### src/rtl/sw_cond_pkg.sv
// Shared types and default parameters for the switch conditioner.
// Optional edge pulses are controlled by SW_COND_EDGE_EN in the users of this package.
package sw_cond_pkg;

    typedef enum logic {
        ST_STABLE   = 1'b0,
        ST_COUNTING = 1'b1
    } deb_state_t;

    localparam int SW_COND_DEF_WIDTH    = 5;
    localparam int SW_COND_DEF_SYNC     = 2;
    localparam int SW_COND_DEF_DEBOUNCE = 500000;

endpackage

### src/rtl/sw_debounce_bit.sv
// One switch bit: synchroniser, stability counter and STABLE/COUNTING FSM.
// SW_COND_EDGE_EN adds registered rise/fall pulses.
//
// state       | meaning
// ST_STABLE   | synchronised input matches the accepted level
// ST_COUNTING | input differs; counting consecutive cycles of the new level
module sw_debounce_bit
    import sw_cond_pkg::*;
#(
    parameter int SYNC_STAGES     = SW_COND_DEF_SYNC,
    parameter int DEBOUNCE_CYCLES = SW_COND_DEF_DEBOUNCE
) (
    input  logic clock,
    input  logic reset,
    input  logic raw,
    output logic stable,
    output logic toggle
`ifdef SW_COND_EDGE_EN
    ,
    output logic rise,
    output logic fall
`endif
);

    localparam int CW = $clog2(DEBOUNCE_CYCLES + 1);
    localparam logic [CW-1:0] TERMINAL = CW'(DEBOUNCE_CYCLES - 1);

    logic [SYNC_STAGES-1:0] sync_q;
    logic                   sync_bit;
    logic [CW-1:0]          count;
    deb_state_t             state;

    assign sync_bit = sync_q[SYNC_STAGES-1];

    always_ff @(posedge clock or negedge reset) begin
        if (!reset) begin
            sync_q <= '0;
        end else begin
            sync_q <= {sync_q[SYNC_STAGES-2:0], raw};
        end
    end

    // Toggle is combinational so the top can set change_pending on the same edge.
    always_comb begin
        toggle = 1'b0;
        if (sync_bit != stable) begin
            if (state == ST_STABLE) begin
                toggle = (DEBOUNCE_CYCLES == 1);
            end else begin
                toggle = (count == TERMINAL);
            end
        end
    end

    always_ff @(posedge clock or negedge reset) begin
        if (!reset) begin
            state  <= ST_STABLE;
            count  <= '0;
            stable <= 1'b0;
`ifdef SW_COND_EDGE_EN
            rise   <= 1'b0;
            fall   <= 1'b0;
`endif
        end else begin
`ifdef SW_COND_EDGE_EN
            rise <= toggle & ~stable;
            fall <= toggle & stable;
`endif
            if (toggle) begin
                stable <= ~stable;
            end
            case (state)
                ST_STABLE: begin
                    if (sync_bit != stable && !toggle) begin
                        count <= CW'(1);
                        state <= ST_COUNTING;
                    end else begin
                        count <= '0;
                    end
                end
                ST_COUNTING: begin
                    if (sync_bit == stable || toggle) begin
                        count <= '0;
                        state <= ST_STABLE;
                    end else begin
                        count <= count + CW'(1);
                    end
                end
                default: begin
                    count <= '0;
                    state <= ST_STABLE;
                end
            endcase
        end
    end

endmodule

### src/rtl/switch_conditioner.sv
// Debounces WIDTH slide switches and maintains a sticky, acknowledgeable change flag.
// Define SW_COND_EDGE_EN to expose per-bit sw_rise/sw_fall pulses.
module switch_conditioner
    import sw_cond_pkg::*;
#(
    parameter int WIDTH           = SW_COND_DEF_WIDTH,
    parameter int SYNC_STAGES     = SW_COND_DEF_SYNC,
    parameter int DEBOUNCE_CYCLES = SW_COND_DEF_DEBOUNCE
) (
    input  logic             clock,
    input  logic             reset,
    input  logic [WIDTH-1:0] sw_raw,
    input  logic             change_ack,
    output logic [WIDTH-1:0] sw_stable,
    output logic             change_pending
`ifdef SW_COND_EDGE_EN
    ,
    output logic [WIDTH-1:0] sw_rise,
    output logic [WIDTH-1:0] sw_fall
`endif
);

    logic [WIDTH-1:0] toggle;

    for (genvar i = 0; i < WIDTH; i++) begin : g_bit
        sw_debounce_bit #(
            .SYNC_STAGES     (SYNC_STAGES),
            .DEBOUNCE_CYCLES (DEBOUNCE_CYCLES)
        ) u_bit (
            .clock  (clock),
            .reset  (reset),
            .raw    (sw_raw[i]),
            .stable (sw_stable[i]),
            .toggle (toggle[i])
`ifdef SW_COND_EDGE_EN
            ,
            .rise   (sw_rise[i]),
            .fall   (sw_fall[i])
`endif
        );
    end

    // A toggle on the same edge as an ack keeps the flag set.
    always_ff @(posedge clock or negedge reset) begin
        if (!reset) begin
            change_pending <= 1'b0;
        end else if (|toggle) begin
            change_pending <= 1'b1;
        end else if (change_ack) begin
            change_pending <= 1'b0;
        end
    end

endmodule

### config.mk
export PLATFORM = sky130hd
export DESIGN_NAME = switch_conditioner
export DESIGN_NICKNAME = d
export VERILOG_FILES = /design/src/rtl/sw_cond_pkg.sv /design/src/rtl/sw_debounce_bit.sv /design/src/rtl/switch_conditioner.sv
export SDC_FILE = /design/constraint.sdc
export NUM_CORES = 1
export LEC_CHECK = 0
export ABC_CLOCK_PERIOD_IN_PS = 2500
export CORE_UTILIZATION = 53
export CTS_CLUSTER_DIAMETER = 80
export DETAILED_ROUTE_END_ITERATION = 10
export DONT_BUFFER_PORTS = 1
export GPL_TIMING_DRIVEN = 0
export PLACE_DENSITY = 0.68
export SLEW_MARGIN = 5
export SYNTH_ARGS = -nofsm -noshare
export SYNTH_HDL_FRONTEND = slang
export SYNTH_SLANG_ARGS = --single-unit
### constraint.sdc
create_clock -name clock -period 2.5 [get_ports clock]
set_clock_uncertainty 0.15 [all_clocks]
set_input_delay 0.5 -clock clock [delete_from_list [all_inputs] [get_ports clock]]
set_output_delay 0.5 -clock clock [all_outputs]
set_load 0.01 [all_outputs]
==> summary.md <==
| Metric | Value |
|---|---|
| Status | `finished, violations left` |
| Failing checks | `hold timing` |
| Comb power frac | `1.6%` |
| RSZ-0062 raised after global routing | `no` |
| Max-cap violation count | `0` |
| Syn Nets | `529` |
| Final core occ | `between 60% and 70%` |
| Synth Register Bits | `116` |
| Grt ovf | `0` |
| Slew @ Worst Pin | `600.2 ps` |
| Antenna violations before repair | `0` |
| DRC | `0` |
| Clock transition at the registers of the reported paths | `60 ps` |
| GR Util met3 | `around 6.8%` |
| Syn Area/Cell | `10.41 µm²` |
| Final net count | `553` |
| Tightest Hold Check Type | `in2async` |
| Largest net degree at the start of global routing | `117` |
| Setup tns final | `0 ps` |
| Crit-path max FO | `10` |
| CTS Root Cell | `clkbuf_8` |
| Crit path DAT | `2530 ps` |
| Setup-failing EPs final | `0` |
| Busiest grt layer | `met2` |
| Slew Limit Fails | `0` |
| Reg2reg end | `g_bit[3].u_bit.count[15]` |
| Max_slew headroom | `59.68%` |
| Clock share of power | `around 53%` |
| Synthesized cell area | `5371 µm²` |
| Core ar. | `9819 µm²` |
| Vias in the first global route | `3619` |
| Clk sinks | `116` |
| Worst setup path start | `g_bit[3].u_bit.count[0]` |
| First-pass GRT wire length | `between 15000 and 20000 µm` |
| Chip Width | `102.7 µm` |
| N_diodes | `0` |
| Sequential share of the synthesized area | `about 54%` |
| Leakage power | `~2.6 nW` |
| Fillers | `approximately 840` |
| Total wire length | `9409 µm` |
| DPL Wire Length | `6197 µm` |
| H-tree levels | `4` |
| Drt pass-1 iters | `7` |
| Top cell type's share of synthesized area | `54.04%` |
| Clk buf depth | `2` |
| Max VDD drop | `0.5065 mV` |
| Post-Syn Instances | `516` |
| Routed length per instance | `~14 µm` |
| Iter 0 DRT Violations | `102` |
| Most instantiated library cell after synthesis | `dfrtp_1` |
| Final Hold Vio Count | `116` |
| CTS buffer count | `17` |
| Reg2Reg Setup Slack | `200 ps` |
| Period utilisation layout | `between 90 and 100%` |
| Rows | `36` |
| Ys flop type | `dfrtp_1` |
| Cell Count, Final, Fillers Out | `686` |
| Design area | `6146 µm²` |
| R2r startpoint | `g_bit[3].u_bit.count[0]` |
| Post-synth EDFFs | `0` |
| Synth async-reset ratio | `between 90% and 100%` |
| Via count | `3641` |
| Routed Antenna Nets | `0` |
| Net Sw Frac | `between 20 and 25%` |
| RePlAce Congestion | `0.8360` |
| P per Cell Area | `683.4 nW/µm²` |
| # hold bufs at CTS | `5` |
| Dpl cells | `between 600 and 700` |
| Setup repair bufs after CTS | `0` |
| GR met2 Demand/Resource | `32.21%` |
| Worst-Skew Late Latency | `520 ps` |
| Initial core utilization | `54.70%` |
| Ports | `14` |
| Fin crit period | `2300 ps` |
| Pint | `0.003295 W` |
| GR Layer Usage met1 | `26.06%` |
| Die Span Y | `102.7 µm` |
| Synth top cells by count | `116 x dfrtp_1, 103 x nor2_1, 55 x xor2_1` |
| Largest area contributor in the netlist | `dfrtp_1` |
| Area after DPL | `5538 µm²` |
| R2R depth | `7` |
| Peak Freq | `434.8 MHz` |
| DIE AREA | `10540 µm²` |
| Yosys cell types | `between 40 and 50` |
| WHS | `-475.0 ps` |
| WS Path Type | `reg2reg` |
| Setup crit end kind | `flip-flop` |
| Share of layout cells above drive strength 1 | `10.67%` |
| Port Buffers | `0` |
| TritonCTS clock tree | `built` |
| Critical Path Start Type | `flip-flop` |
| Total global-route track usage | `20.43%` |
| Sequential share of power | `45.7%` |
| Net Switching | `0.0009052 W` |
| YS warnings | `0` |
| Synth top area cells | `dfrtp_1 54%, xor2_1 9.0%, nor2_1 7.2%` |
| Via density | `5.308` |
| Syn-to-layout area delta | `14.42%` |
| Worst path required time | `2730 ps` |
kinds of logic after synthesis:
family | share of synthesized area, %
compound gates | 2.003
flops | 54.04
mux | 0.8385
buf+inv | 2.190
simple gates | 25.25
xor+xnor | 14.51
fa+ha+maj | 1.165
how the worst max path moves through the flow:
stage                                    end  slack [ps]
finish              g_bit[3].u_bit.count[15]         200
floorplan           g_bit[2].u_bit.count[10]         550
global route        g_bit[3].u_bit.count[16]           5
CTS                 g_bit[3].u_bit.count[15]         190
global placement    g_bit[3].u_bit.count[17]         210
detailed placement  g_bit[3].u_bit.count[10]         190
critical path, stage by stage (launching register included):
cell	delay, ps
dfrtp_1	380
ha_1	220
nand4_1	210
nor2_1	150
nand4_1	210
nand3_1	330
clkbuf_1	420
nor2_1	100
stage by stage:
| stage | hold slack, ps | setup WS (ps) | power [W] |
|---|---|---|---|
| 6_report | -475.0 | 200.3 | 0.004200 |
| 3_3_place_gp | 58.95 | 211.9 | 0.002013 |
| 2_1_floorplan | 54.41 | 545.7 | 0.001997 |
| 3_5_place_dp | 59.44 | 193.9 | 0.002016 |
| 5_1_grt | -507.0 | 4.569 | 0.004343 |
| 4_1_cts | -497.5 | 187.1 | 0.004254 |
per-layer routing:
| layer | vias up | part of all wire, % |
|---|---|---|
| li1 | 1798 | - |
| met1 | 1787 | 48 |
| met2 | 44 | 47 |
| met3 | 12 | 3.4 |
| met4 | 0 | 1.4 |
| met5 | - | 0 |
flip-flops by register name (all words and copies together) (netlist names):
name / cells
g_bit.u_bit.count: 95
g_bit.u_bit.sync_q: 10
g_bit.u_bit.stable: 5
g_bit.u_bit.state: 5
change_pending: 1
cells in the final DEF (no fill, tap or decap), types with 8 or more instances in the layout:
cell type / instances
dfrtp_1: 116
nor2_1: 103
xor2_1: 55
nand3_1: 45
xnor2_1: 34
nand2_1: 31
nand4_1: 21
clkbuf_16: 16
inv_1: 11
nor3_1: 11
and3_1: 9
nor4_1: 8
power groups by stage:
stage | clock (W) | combinational [W] | sequential, W
floorplan | 0 | 0.0000478 | 0.00195
global placement | 0 | 0.0000598 | 0.00195
detailed placement | 0 | 0.0000617 | 0.00195
CTS | 0.00227 | 0.0000679 | 0.00192
global route | 0.00235 | 0.0000741 | 0.00192
finish | 0.00221 | 0.0000669 | 0.00192
cell type report:
class                   count  area [µm²]  share of cell area [%]
flip-flops and latches    116        2903                   47.23
multi-input cells         378        2357                   38.36
clock buffers              20       445.4                   7.248
well taps                 133       166.4                   2.708
clock inverters            12       106.4                   1.730
plain buffers              11       76.32                   1.242
repair buffers              5       50.05                  0.8143
inverters                  11       41.29                  0.6718
repair_timing:
| action | CTS | global route |
|---|---|---|
| endpoints found under the hold margin | 121 | 116 |
| setup endpoints to repair | 0 | 1 |
| gates resized for setup | 0 | 1 |
(Power assumes the default switching activity.)
